==> config.mk <==
export PLATFORM = sky130hd
export DESIGN_NAME = uart_tx_serializer
export DESIGN_NICKNAME = d
export VERILOG_FILES = /design/src/rtl/uart_pkg.sv /design/src/rtl/uart_baud_cnt.sv /design/src/rtl/uart_tx_serializer.sv
export SDC_FILE = /design/constraint.sdc
export NUM_CORES = 1
export LEC_CHECK = 0
export CORE_ASPECT_RATIO = 1.4
export CORE_MARGIN = 2
export CORE_UTILIZATION = 40
export DETAILED_ROUTE_END_ITERATION = 8
export PLACE_DENSITY = 0.56
export SLEW_MARGIN = 20
export SYNTH_ARGS = -nofsm -noshare
export SYNTH_HDL_FRONTEND = slang
export SYNTH_SLANG_ARGS = --single-unit
==> constraint.sdc <==
create_clock -name clk -period 2.4 [get_ports clk]
set_input_delay 0.36 -clock clk [delete_from_list [all_inputs] [get_ports clk]]
set_output_delay 0.36 -clock clk [all_outputs]
set_load 0.02 [all_outputs]
==> src/rtl/uart_pkg.sv <==
// Shared UART definitions: FSM state encoding and default link constants
// used by both the transmitter and the receiver.
package uart_pkg;

  typedef enum logic [2:0] {
    IDLE,
    START,
    DATA,
    PARITY,
    STOP
  } uart_state_t;

  localparam int UART_CLKS_PER_BIT = 16;
  localparam int UART_DATA_BITS    = 8;

endpackage

==> src/rtl/uart_baud_cnt.sv <==
// Modulo-CLKS_PER_BIT bit-period counter with synchronous clear.
// tick is high on the last cycle of each bit period.
module uart_baud_cnt #(
  parameter int CLKS_PER_BIT = 16
) (
  input  logic clk,
  input  logic rst_n,
  input  logic clr,
  output logic tick
);

  localparam int CNT_W = (CLKS_PER_BIT > 1) ? $clog2(CLKS_PER_BIT) : 1;
  localparam logic [CNT_W-1:0] CNT_MAX = CNT_W'(CLKS_PER_BIT - 1);

  logic [CNT_W-1:0] cnt;

  always_ff @(posedge clk or negedge rst_n) begin
    if (!rst_n) begin
      cnt <= '0;
    end else if (clr || (cnt == CNT_MAX)) begin
      cnt <= '0;
    end else begin
      cnt <= cnt + 1'b1;
    end
  end

  assign tick = !clr && (cnt == CNT_MAX);

endmodule

==> src/rtl/uart_tx_serializer.sv <==
// UART transmitter: accepts one word per valid/ready handshake and sends
// start bit, data LSB first, optional even parity, stop bit on a registered line.
module uart_tx_serializer
  import uart_pkg::*;
#(
  parameter int CLKS_PER_BIT = UART_CLKS_PER_BIT,
  parameter int DATA_BITS    = UART_DATA_BITS,
  parameter int PARITY_EN    = 0
) (
  input  logic                 clk,
  input  logic                 rst_n,
  input  logic                 tx_valid,
  input  logic [DATA_BITS-1:0] tx_data,
  output logic                 tx_ready,
  output logic                 tx,
  output logic                 busy
);

  localparam int IDX_W = $clog2(DATA_BITS);
  localparam logic [IDX_W-1:0] LAST_IDX = IDX_W'(DATA_BITS - 1);

  uart_state_t          state;
  logic [DATA_BITS-1:0] shift_reg;
  logic [IDX_W-1:0]     bit_idx;
  logic                 parity;
  logic                 tx_q;
  logic                 tick;

  // Bit timing restarts from zero on every accept because it is held clear in IDLE.
  uart_baud_cnt #(
    .CLKS_PER_BIT(CLKS_PER_BIT)
  ) u_baud (
    .clk  (clk),
    .rst_n(rst_n),
    .clr  (state == IDLE),
    .tick (tick)
  );

  // tx is loaded with the level of the upcoming bit on each transition.
  always_ff @(posedge clk or negedge rst_n) begin
    if (!rst_n) begin
      state     <= IDLE;
      shift_reg <= '0;
      bit_idx   <= '0;
      parity    <= 1'b0;
      tx_q      <= 1'b1;
    end else begin
      case (state)
        IDLE: begin
          if (tx_valid) begin
            state     <= START;
            shift_reg <= tx_data;
            bit_idx   <= '0;
            parity    <= ^tx_data;
            tx_q      <= 1'b0;
          end
        end
        START: begin
          if (tick) begin
            state <= DATA;
            tx_q  <= shift_reg[0];
          end
        end
        DATA: begin
          if (tick) begin
            if (bit_idx == LAST_IDX) begin
              if (PARITY_EN != 0) begin
                state <= PARITY;
                tx_q  <= parity;
              end else begin
                state <= STOP;
                tx_q  <= 1'b1;
              end
            end else begin
              shift_reg <= shift_reg >> 1;
              bit_idx   <= bit_idx + 1'b1;
              tx_q      <= shift_reg[1];
            end
          end
        end
        PARITY: begin
          if (tick) begin
            state <= STOP;
            tx_q  <= 1'b1;
          end
        end
        STOP: begin
          if (tick) begin
            state <= IDLE;
            tx_q  <= 1'b1;
          end
        end
        default: begin
          state <= IDLE;
          tx_q  <= 1'b1;
        end
      endcase
    end
  end

  assign tx       = tx_q;
  assign tx_ready = (state == IDLE);
  assign busy     = (state != IDLE);

endmodule

======== After elaboration in Yosys (flattened, before gate mapping) ========
Index checks and enable logic that the tools add are counted.
word-level totals
  register bits after elaboration ......... 19
  output and inout port bits .............. 3
cells by class
  add/subtract/negate cells ............... 2
  eq/ne operators ......................... 14
  muxes and demuxes ....................... 22
  reductions and logical operators ........ 10
operators with widths
  kind                   count
  $mux W3                9
  $mux W8                3
  $pmux W8 S2            1
  $pmux W3 S5            1
  $ne A2 B2 Y1 const B   7
  $reduce_and A4 Y1      2
  $eq A3 B2 Y1 const B   2
  $eq A3 B3 Y1 const B   2
  $pmux W3 S2            1
  $reduce_and A6 Y1      1
  $mux W1                5
  $add A4 B1 Y4 const B  1
  $eq A4 B4 Y1 const B   1
  $mux W4                1
  $pmux W1 S4            1
  $add A3 B1 Y3 const B  1
  $eq A3 B1 Y1 const B   1
  $logic_not A3 Y1       1
  $reduce_bool A3 Y1     1
  $ne A2 B1 Y1 const B   1
  $reduce_bool A2 Y1     1
  $reduce_or A2 Y1       1
  $logic_and A1 B1 Y1    1
  $logic_not A1 Y1       1
  $logic_or A1 B1 Y1     1

======== Longest topological paths before layout ========
  word-level depth ........................ 5
  depth in mapped cells ................... 6
  mapped depth without buffers ............ 5

======== Hierarchy ========
A second synthesis with hierarchy kept.
unflattened totals
  cells, all modules ...................... 83
  area total of the unflattened synthesis .. 1056.0 sq um
modules (own cells, without submodules)
  module              instances  cells an instance  area each (sq um)  sequential area each (sq um)
  uart_tx_serializer  1          68                 880.8              376.6
  uart_baud_cnt       1          15                 175.2              100.1

======== Least setup slack after synthesis ========
OpenSTA, ideal clock, no wires.
  path type ............................... reg2reg
  start ................................... register bit_idx[0]
  end ..................................... register shift_reg[1]
  data arrival time ....................... 1440 ps
  required time ........................... 2272 ps
  slack ................................... 832 ps
  cell stages (with the launch flop) ...... 7
  buffers on the path ..................... 1
  cell sequence ........................... dfrtp_1 ha_1 ha_1 and4b_1 buf_4 mux2i_1 a211oi_2
on the way
  longest elaborated chain between the ends .. 3
RTL lines
  what                                RTL line                  source
  start, declared                     uart_tx_serializer.sv:24  logic [IDX_W-1:0] bit_idx;
  start signal, assigned              uart_tx_serializer.sv:76  bit_idx <= bit_idx + 1'b1;
  $eq A3 B3 Y1                        uart_tx_serializer.sv:66  if (bit_idx == LAST_IDX) begin
  $ne A2 B2 Y1 (no source line)       -
  $reduce_and A4 Y1 (no source line)  -
  end signal, assigned                uart_tx_serializer.sv:52  shift_reg <= tx_data;
  end signal, assigned                uart_tx_serializer.sv:75  shift_reg <= shift_reg >> 1;
  end, declared                       uart_tx_serializer.sv:23  logic [DATA_BITS-1:0] shift_reg;
Every way passes these cells.
A chain may end at the register's enable or synchronous reset.

======== Final worst setup path ========
  start ................................... register state[2]
  end ..................................... output tx_ready
on the way
  longest elaborated chain between the ends .. 1
RTL lines
  what                    RTL line                   source
  start, declared         uart_tx_serializer.sv:22   uart_state_t state;
  start signal, assigned  uart_tx_serializer.sv:42   state <= IDLE;
  start signal, assigned  uart_tx_serializer.sv:51   state <= START;
  start signal, assigned  uart_tx_serializer.sv:60   state <= DATA;
  $logic_not A3 Y1        uart_tx_serializer.sv:102  assign tx_ready = (state == IDLE);
  end, declared           uart_tx_serializer.sv:14   output logic tx_ready,
Every way passes these cells.

==> out/metrics.yaml <==
grt_use_total_pct: 16.91
place_hpwl_um: 2008
grt-ovfl-total: 0
yosysWarnings: 0
viasPerCell: 5.887
leakagePower_nw: 0.5806
finalMaxSlewViolations: 0
final_cell_area_mm2: 0.001444
hold_buffers: 0
wl_met3_um: 107
drv_cap: 0
tritoncts: "built"
finalHoldViolCount: 0
dr.pass1.iters: 4
die_h_um: 70.24
worstMarginPinSlew_ns: 0.5214
die_x_um: 51.32
place.port_buffers: 13
period_minus_slack_ns: 2.233
synth_area_mm2: 0.001254
htree_levels: 1
drc: 0
slowest_stage: "clkdlybuf4s50_1"
cts.sinks: 19
dp.cells: 182
finalPower_mw: 1.558
power_density_mw_per_mm2: 1079
cp-startpoint: "state[2]"
ys.flop_type: "dfrtp_1"
critPathMaxFanout: 10
r2r_start: "bit_idx[0]"
synth_edf_count: 0
avgRoutedWirePerCell_um: 15.23
wl_um: 2833
dpl-instance-area_mm2: 0.001398
place_congestion: 0.7884
tns_ns: 0
coreArea_mm2: 0.003063
maxUsedRoutingLayer: "met4"
max_stage_delay_ns: 0.62
antenna_found_initial: 0
ios: 14
setup_viol: 0
vias: 1095
num-fill-cells: 316
layout.nets: 162
rows: 24
final_util_pct: 47.14
wl_met1_um: 1264
largest_register_ffs: 8
drtIter0Drc: 38
clk_path_buf_depth: 2
worstSetupStartpointType: "flip-flop"
root_buffer: "clkbuf_8"
path_clk_slew_ns: 0.08
postCtsSetupBuffers: 0
yosysSeqAreaShare_pct: 38.02
max_freq_mhz: 447.9
ys_types: 42
route.met2.wl_um: 1403
drive_gt1_share_pct: 15.65
min_period_over_period_pct: 93.04
required_ns: 2.04
area_growth_pct: 15.17
path_cells: "or2_1 -> nor2_8 -> clkdlybuf4s50_1"
arrival_ns: 1.87
grt_pass1_wl_um: 4761
fp.dieArea_mm2: 0.003604
status: "finished clean"
vdd_drop_max_uv: 539.5
cts_resized: 0
cts_buffers: 3
fin_skew_ns: 0.005256
rsz0062_at_grt: "no"
path_class: "flip-flop to output port"
diodes: 0
hold_path.class: "input pin to async pin"
start_util_pct: 40.93
clkLatencyLatePin_ns: 0.26
drtAntennaViolNets: 0
netlist_instances: 135
fin_cells: 186
async_flop_share_pct: 100.0
grt_pass1_vias: 1083
max-slew-margin-rel_pct: 65.24
synth-seq-cells: 19
grt_max_degree: 33
end_kind: "output port"
synth_nets: 149
syn_area_per_cell_um2: 9.287
-- placed cells by master (no fill, tap or decap), types with 2 or more instances in the layout --
master | synthesis | routed
nor3b_1 | 2 | 2
nand2b_1 | 4 | 4
clkdlybuf4s50_1 | 0 | 13
nor4_1 | 4 | 4
clkbuf_8 | 0 | 3
o21ai_0 | 7 | 7
nand4_1 | 2 | 2
buf_4 | 2 | 5
nor2_1 | 15 | 15
or4b_1 | 7 | 7
mux2i_1 | 3 | 3
a211oi_1 | 2 | 2
nand3b_1 | 2 | 2
nand3_1 | 8 | 8
a21oi_1 | 9 | 9
o22a_1 | 2 | 2
nor3_1 | 4 | 4
dfrtp_1 | 18 | 18
nand4b_1 | 2 | 2
or3_1 | 3 | 3
ha_1 | 3 | 3
and3_1 | 2 | 2
o22ai_1 | 2 | 2
or2_2 | 7 | 7
-- worst max-delay path: cells and delay by family (launching register included) --
family	cells	cell delay (ns)
buf+inv	1	0.62
simple gates	2	0.61
flops	1	0.38
-- metrics by stage --
stage	setup slack (ns)	hold slack, ns
final	0.1671	0.4330
after global routing	0.1342	0.4730
after CTS	0.1792	0.4479
after detailed placement	0.4670	0.5122
after global placement	0.4562	0.4886
after floorplan	0.8322	0.06441
-- layout make-up --
type / instances / area, um^2 / share of cell area, %
Timing Repair Buffer: 18 / 167.7 / 11.61
Multi-Input combinational cell: 104 / 696.9 / 48.27
Sequential cell: 19 / 476.7 / 33.02
Inverter: 2 / 7.507 / 0.5199
Clock inverter: 1 / 5.005 / 0.3466
Clock buffer: 3 / 41.29 / 2.860
Tap cell: 39 / 48.80 / 3.380
-- routing by layer --
metal / global-route usage [%] / vias up
met5: 0 / -
met4: 7.310 / 0
met3: 2.778 / 8
met2: 29.44 / 31
met1: 19.97 / 530
li1: - / 526
-- power breakdown --
part           total (mW)  leakage (nW)  switching [mW]  internal (mW)
registers           0.575         0.236           0.120          0.455
logic               0.754         0.319           0.417          0.337
clock network       0.229        0.0255           0.114          0.115
-- Yosys cell counts (2+ instances only) --
library cell / count / share of area (%)
a211oi_1: 2 / 1.2
a21oi_1: 9 / 3.6
and3_1: 2 / 1.0
buf_2: 4 / 1.6
buf_4: 2 / 1.2
buf_6: 3 / 2.7
dfrtp_1: 18 / 36
ha_1: 3 / 3.0
mux2i_1: 3 / 2.4
nand2b_1: 4 / 2.0
nand3_1: 8 / 3.2
nand3b_1: 2 / 1.2
nand4_1: 2 / 1.0
nand4b_1: 2 / 1.4
nor2_1: 15 / 4.5
nor3_1: 4 / 1.6
nor3b_1: 2 / 1.2
nor4_1: 4 / 2.0
o21ai_0: 7 / 2.8
o22a_1: 2 / 1.4
o22ai_1: 2 / 1.0
or2_2: 7 / 3.5
or3_1: 3 / 1.5
or4b_1: 7 / 5.6
-- cells by family after synthesis --
group	count (synthesis)	synth area share, %
xor+xnor	1	0.6987
buf+inv	12	6.386
simple gates	68	34.03
fa+ha+maj	3	2.994
compound gates	29	15.47
flops	19	38.02
mux	3	2.395
-- worst paths after layout --
kind	end	slack, ns	depth (start not counted)
setup / recovery	tx_ready	0.17	3
hold / removal	state[1]	0.43	2
setup reg to reg	shift_reg[1]	0.52	5
hold reg to reg	u_baud.cnt[0]	0.52	1
max in group asynchronous	tx	1.70	2
min in group clk	u_baud.cnt[0]	0.52	1
Note: power is estimated with default switching activity, not from simulation.
